==> src/rtl/reg_bank_ctrl.sv <==
// Sequencer and two-port round-robin arbiter for a bank of reg_16_bit registers.
// Drives the shared write bus and one-hot strobes and captures the shared read bus.
module reg_bank_ctrl #(
    parameter int NUM_REGS = 8,
    parameter int ADDR_W   = 3
) (
    input  logic                clk,
    input  logic                reset,
    input  logic                req0,
    input  logic                req1,
    input  logic                we0,
    input  logic                we1,
    input  logic [ADDR_W-1:0]   addr0,
    input  logic [ADDR_W-1:0]   addr1,
    input  logic [15:0]         wdata0,
    input  logic [15:0]         wdata1,
    output logic                ack0,
    output logic                ack1,
    output logic [15:0]         rdata0,
    output logic [15:0]         rdata1,
    output logic [15:0]         bus_a,
    input  logic [15:0]         bus_b,
    output logic [NUM_REGS-1:0] reg_write,
    output logic [NUM_REGS-1:0] reg_read,
    output logic                busy,
    output logic                err
);

    typedef enum logic [2:0] {
        S_IDLE,
        S_WR,
        S_RD,
        S_CAP,
        S_ACK
    } state_t;

    state_t              r_state;
    state_t              w_next;
    logic                r_port;
    logic                r_last1;
    logic [ADDR_W-1:0]   r_addr;
    logic [15:0]         r_wdata;
    logic [15:0]         r_rdata0;
    logic [15:0]         r_rdata1;

    logic                w_accept;
    logic                w_pick1;
    logic                w_we;
    logic [ADDR_W-1:0]   w_addr;
    logic [15:0]         w_wdata;
    logic                w_inRange;
    logic [15:0]         w_capData;
    logic [NUM_REGS-1:0] w_onehot;

    // Under contention the port that was not served last wins; r_last1 = 1 favours port 0.
    assign w_accept  = (r_state == S_IDLE) && (req0 || req1);
    assign w_pick1   = req1 && (!req0 || !r_last1);
    assign w_we      = w_pick1 ? we1    : we0;
    assign w_addr    = w_pick1 ? addr1  : addr0;
    assign w_wdata   = w_pick1 ? wdata1 : wdata0;
    assign w_inRange = (32'(r_addr) < 32'(NUM_REGS));
    assign w_capData = w_inRange ? bus_b : 16'h0000;

    assign rdata0 = r_rdata0;
    assign rdata1 = r_rdata1;

    always_comb begin
        for (int i = 0; i < NUM_REGS; i++) begin
            w_onehot[i] = (32'(r_addr) == 32'(i));
        end
    end

    always_ff @(posedge clk) begin
        if (reset) begin
            r_state  <= S_IDLE;
            r_port   <= 1'b0;
            r_last1  <= 1'b1;
            r_addr   <= '0;
            r_wdata  <= 16'h0000;
            r_rdata0 <= 16'h0000;
            r_rdata1 <= 16'h0000;
        end else begin
            r_state <= w_next;
            if (w_accept) begin
                r_port  <= w_pick1;
                r_last1 <= w_pick1;
                r_addr  <= w_addr;
                r_wdata <= w_wdata;
            end
            // Read data lands on the CAP->ACK edge, only in the served port's register.
            if (r_state == S_CAP) begin
                if (r_port) begin
                    r_rdata1 <= w_capData;
                end else begin
                    r_rdata0 <= w_capData;
                end
            end
        end
    end

    always_comb begin
        w_next    = r_state;
        reg_write = '0;
        reg_read  = '0;
        bus_a     = 16'h0000;
        ack0      = 1'b0;
        ack1      = 1'b0;
        err       = 1'b0;
        busy      = (r_state != S_IDLE);
        case (r_state)
            S_IDLE: begin
                if (w_accept) begin
                    w_next = w_we ? S_WR : S_RD;
                end
            end
            S_WR: begin
                bus_a  = r_wdata;
                if (w_inRange) begin
                    reg_write = w_onehot;
                end
                w_next = S_ACK;
            end
            S_RD: begin
                if (w_inRange) begin
                    reg_read = w_onehot;
                end
                w_next = S_CAP;
            end
            S_CAP: begin
                if (w_inRange) begin
                    reg_read = w_onehot;
                end
                w_next = S_ACK;
            end
            S_ACK: begin
                ack0   = !r_port;
                ack1   = r_port;
                err    = !w_inRange;
                w_next = S_IDLE;
            end
            default: begin
                w_next = S_IDLE;
            end
        endcase
    end

endmodule

==> config.mk <==
export PLATFORM = sky130hd
export DESIGN_NAME = reg_bank_ctrl
export DESIGN_NICKNAME = d
export VERILOG_FILES = /design/src/rtl/reg_bank_ctrl.sv
export SDC_FILE = /design/constraint.sdc
export NUM_CORES = 1
export LEC_CHECK = 0
export CAP_MARGIN = 10
export CORE_MARGIN = 2
export CORE_UTILIZATION = 60
export DETAILED_ROUTE_END_ITERATION = 6
export DONT_BUFFER_PORTS = 1
export PLACE_DENSITY = 0.76
export RECOVER_POWER = 50
export SYNTH_ARGS = -nofsm -noshare
export SYNTH_HDL_FRONTEND = slang
export SYNTH_SLANG_ARGS = --single-unit
==> constraint.sdc <==
create_clock -name clk -period 3.3 [get_ports clk]
set_input_delay 0.66 -clock clk [delete_from_list [all_inputs] [get_ports clk]]
set_output_delay 0.66 -clock clk [all_outputs]
set_load 0.01 [all_outputs]
==> impl_metrics.py <==
metrics = {
    "layout": {
        "layout.cells.most_common_list": "sky130_fd_sc_hd__nand2_1, sky130_fd_sc_hd__dfxtp_1, sky130_fd_sc_hd__inv_1",
        "seqCellArea_sq_um": 1120,
        "layout.cells.non_filler": 355,
        "area_taken_by_multi_input_logic_gates_sq_um": 1140,
        "synthToLayoutAreaGrowth_pct": 1.88,
        "drive_gt1_frac": 0.0590,
        "num-fill-cells": 365,
        "total_nets_final": 365,
        "final_common_cell": "sky130_fd_sc_hd__nand2_1",
        "antennaDiodeCount": 0,
    },
    "sta": {
        "fin_crit_ns": 2.47,
        "grt_setup_unrepaired": "false",
        "fmax_ghz": 0.405,
        "fin_worst_skew_ns": 0.00866,
        "timing.slew.headroom": 0.507,
        "totalNegativeSetupSlack_ns": 0,
        "timing.final.crit_share": 0.749,
        "final_setup_violation_count": 0,
        "maxSlewViolCount": 0,
        "max_slew.worst_pin.slew_ns": 0.736,
        "hold_viol": 0,
    },
    "floorplanning": {
        "dieWidth_um": 68.9,
        "core_area_sq_um": 4030,
        "floorplan.die.height_um": 68.9,
        "fp.dieArea_sq_um": 4740,
        "rows": 23,
        "design.portCount": 128,
        "initial_core_util": 0.626,
    },
    "cts": {
        "clock-root-buffer": "sky130_fd_sc_hd__clkbuf_8",
        "cts_buffer_depth": 2,
        "clk_pin_slew_ns": 0.10,
        "clkLatencyLatePin_ns": 0.30,
        "ctsResizeCount": 0,
        "htree_num_levels": 2,
        "post_cts.repair.setup_buffers": 0,
        "cts_sinks": 56,
        "holdBufCountCts": 0,
        "tritoncts.num_buffers": 5,
        "tritoncts": "yes",
    },
    "synthesis": {
        "synth-seq-cells": 56,
        "cell_variety_after_synth": 37,
        "netlist.top_cell.by_area": "sky130_fd_sc_hd__dfxtp_1",
        "yosys-top-cells-area": "sky130_fd_sc_hd__dfxtp_1, sky130_fd_sc_hd__nand2_1, sky130_fd_sc_hd__a222oi_1, sky130_fd_sc_hd__a21oi_1, sky130_fd_sc_hd__inv_1",
        "yosysSeqAreaShare": 0.444,
        "post-synth-top-area-fraction": 0.444,
        "ys_warn_count": 0,
        "syn_inst": 319,
        "mappedNetlistArea_sq_um": 2520,
        "synth_fp_nets": 379,
        "post_synth.cell_area_avg_sq_um": 7.91,
    },
    "worst_hold_path": {
        "hold-path-endpoint": "rdata1[0]",
        "min_path_cells": 1,
        "min-delay-path-class": "in -> reg",
        "worst_hold_startpoint": "reset",
    },
    "worst_setup_path": {
        "timing.setup.critical_path_class": "reg -> out",
        "crit_arrival_ns": 1.81,
        "crit-reg2reg-launch": "r_state[2]",
        "reg2reg_to": "r_wdata[0]",
        "worstPathCellList": "or3b_2 -> nor4_1",
        "critical-path-max-stage-delay_ns": 0.59,
        "worst-path-max-fanout": 13,
        "endpoint_kind": "output port",
        "critPathRequiredTime_ns": 2.64,
        "timing.critical_path.max_delay_family": "simple AND/OR/NAND/NOR gates",
        "worst_path_max_delay_cell": "sky130_fd_sc_hd__dfxtp_1",
        "start_kind": "register",
        "setup.reg_to_reg.worst_slack_ns": 1.22,
        "reg2regPathDepth": 4,
        "timing.critical_path.buf_inv": 0,
    },
    "placement": {
        "port_buffers": 0,
        "post_place_cells": 348,
        "place.detailed.hpwl_um": 3750,
        "gp_routability_congestion": 0.751,
    },
    "pwr": {
        "powerDensity_nw_per_um2": 513,
        "pnr_total_power_uw": 1320,
        "worst_ir_drop_vdd_uv": 323,
        "power_leakage_uw": 0.000981,
    },
    "grt": {
        "largest_net_degree_at_the_start_of_global_routing": 58,
        "number_of_global_route_vias_before_repair": 1778,
        "grt_antenna_before_repair": 0,
        "global_route.overflow_total": 0,
        "wire_length_of_the_first_global_routing_pass_um": 7860,
        "grt_usage": 0.218,
    },
    "detailed_routing": {
        "drc_violation_count_after_routing": 0,
        "first_pass_iters": 6,
        "vias": 2055,
        "ant_nets": 0,
        "iteration_0_drc_markers": 193,
        "drt-vias-per-instance": 5.79,
        "routed_wl_um": 5400,
        "per_cell_routed_wire_length_um": 15.2,
    },
    "flow_run": {
        "drv_cap": 0,
    },
    "status": {
        "status": "finished, final reports clean",
    },
}
-- power breakdown --
part           switching [uW]  internal, uW  total (uW)
combinational             104          80.7         184
clock                     205           144         349
sequential               51.8           734         786
total                     360           959        1320
-- how the worst max path moves through the flow --
stage / start / endpoint / depth (start not counted)
final: r_state[0] / reg_write[0] / 2
after global routing: r_state[0] / reg_write[0] / 2
after CTS: r_state[0] / reg_write[0] / 2
after detailed placement: r_state[0] / reg_write[0] / 2
after global placement: r_state[0] / reg_write[0] / 2
after floorplan: r_state[0] / reg_write[4] / 4
-- stage by stage --
stage               utilization  cell area (sq um)  hold WS, ns  worst slack, ns
global route              0.638               2570        0.403            0.641
floorplan                     -               2520        0.464             1.20
CTS                       0.638               2570        0.407            0.818
global placement          0.618               2490        0.474             1.19
finish                    0.638               2570        0.420            0.828
detailed placement        0.618               2490        0.476             1.16
-- state kept, by name, summed over array words and instances (netlist names) --
name,cells
r_state,3
r_last1,1
rdata0,16
r_addr,3
r_port,1
r_wdata,16
rdata1,16
-- Yosys cell counts --
library cell	n
sky130_fd_sc_hd__nor3b_1	2
sky130_fd_sc_hd__nand4b_1	1
sky130_fd_sc_hd__a22oi_1	1
sky130_fd_sc_hd__a221o_2	1
sky130_fd_sc_hd__a21oi_1	34
sky130_fd_sc_hd__or3_1	2
sky130_fd_sc_hd__dfxtp_1	56
sky130_fd_sc_hd__nand4bb_1	1
sky130_fd_sc_hd__nor4_1	2
sky130_fd_sc_hd__buf_2	2
sky130_fd_sc_hd__nor4b_1	1
sky130_fd_sc_hd__nor4bb_1	1
sky130_fd_sc_hd__and4b_2	1
sky130_fd_sc_hd__nor3_1	6
sky130_fd_sc_hd__nand2_1	66
sky130_fd_sc_hd__buf_6	1
sky130_fd_sc_hd__nor2_1	11
sky130_fd_sc_hd__and2_1	17
sky130_fd_sc_hd__conb_1	1
sky130_fd_sc_hd__nor3_4	1
sky130_fd_sc_hd__a2111oi_0	2
sky130_fd_sc_hd__a221oi_1	1
sky130_fd_sc_hd__nand2b_1	21
sky130_fd_sc_hd__clkbuf_1	17
sky130_fd_sc_hd__inv_1	39
sky130_fd_sc_hd__a222oi_1	18
sky130_fd_sc_hd__buf_4	1
sky130_fd_sc_hd__inv_2	1
sky130_fd_sc_hd__and4bb_2	1
sky130_fd_sc_hd__or3b_2	2
sky130_fd_sc_hd__nor3_2	1
sky130_fd_sc_hd__buf_1	1
sky130_fd_sc_hd__a21boi_0	1
sky130_fd_sc_hd__buf_8	1
sky130_fd_sc_hd__nand3b_1	2
sky130_fd_sc_hd__or4b_2	1
sky130_fd_sc_hd__nor2b_1	1
-- kinds of logic (layout without fill, tap and decap cells) --
| kind of cell | count (synthesis) | count (layout) | synth area share |
|---|---|---|---|
| and+or+nand+nor | 141 | 141 | 0.291 |
| AOI/OAI and AO/OA | 58 | 58 | 0.160 |
| DFF | 56 | 56 | 0.444 |
| other | 1 | 1 | 0.00149 |
| buffers and inverters | 63 | 49 | 0.104 |
-- layer usage --
metal | up-vias | routed length [um] | track usage
met4 | 0 | 63 | 0.0662
li1 | 1025 | - | -
met1 | 933 | 2220 | 0.271
met3 | 7 | 536 | 0.0795
met5 | - | 0 | 0
met2 | 90 | 2580 | 0.352
-- final cells by class --
class                           instances  area share
Clock inverter                          2     0.00487
Sequential cell                        56       0.436
Inverter                               40      0.0584
Multi-Input combinational cell        200       0.444
Clock buffer                            5      0.0268
Tap cell                               50      0.0243
Timing Repair Buffer                    2     0.00584
(Power assumes the default switching activity.)
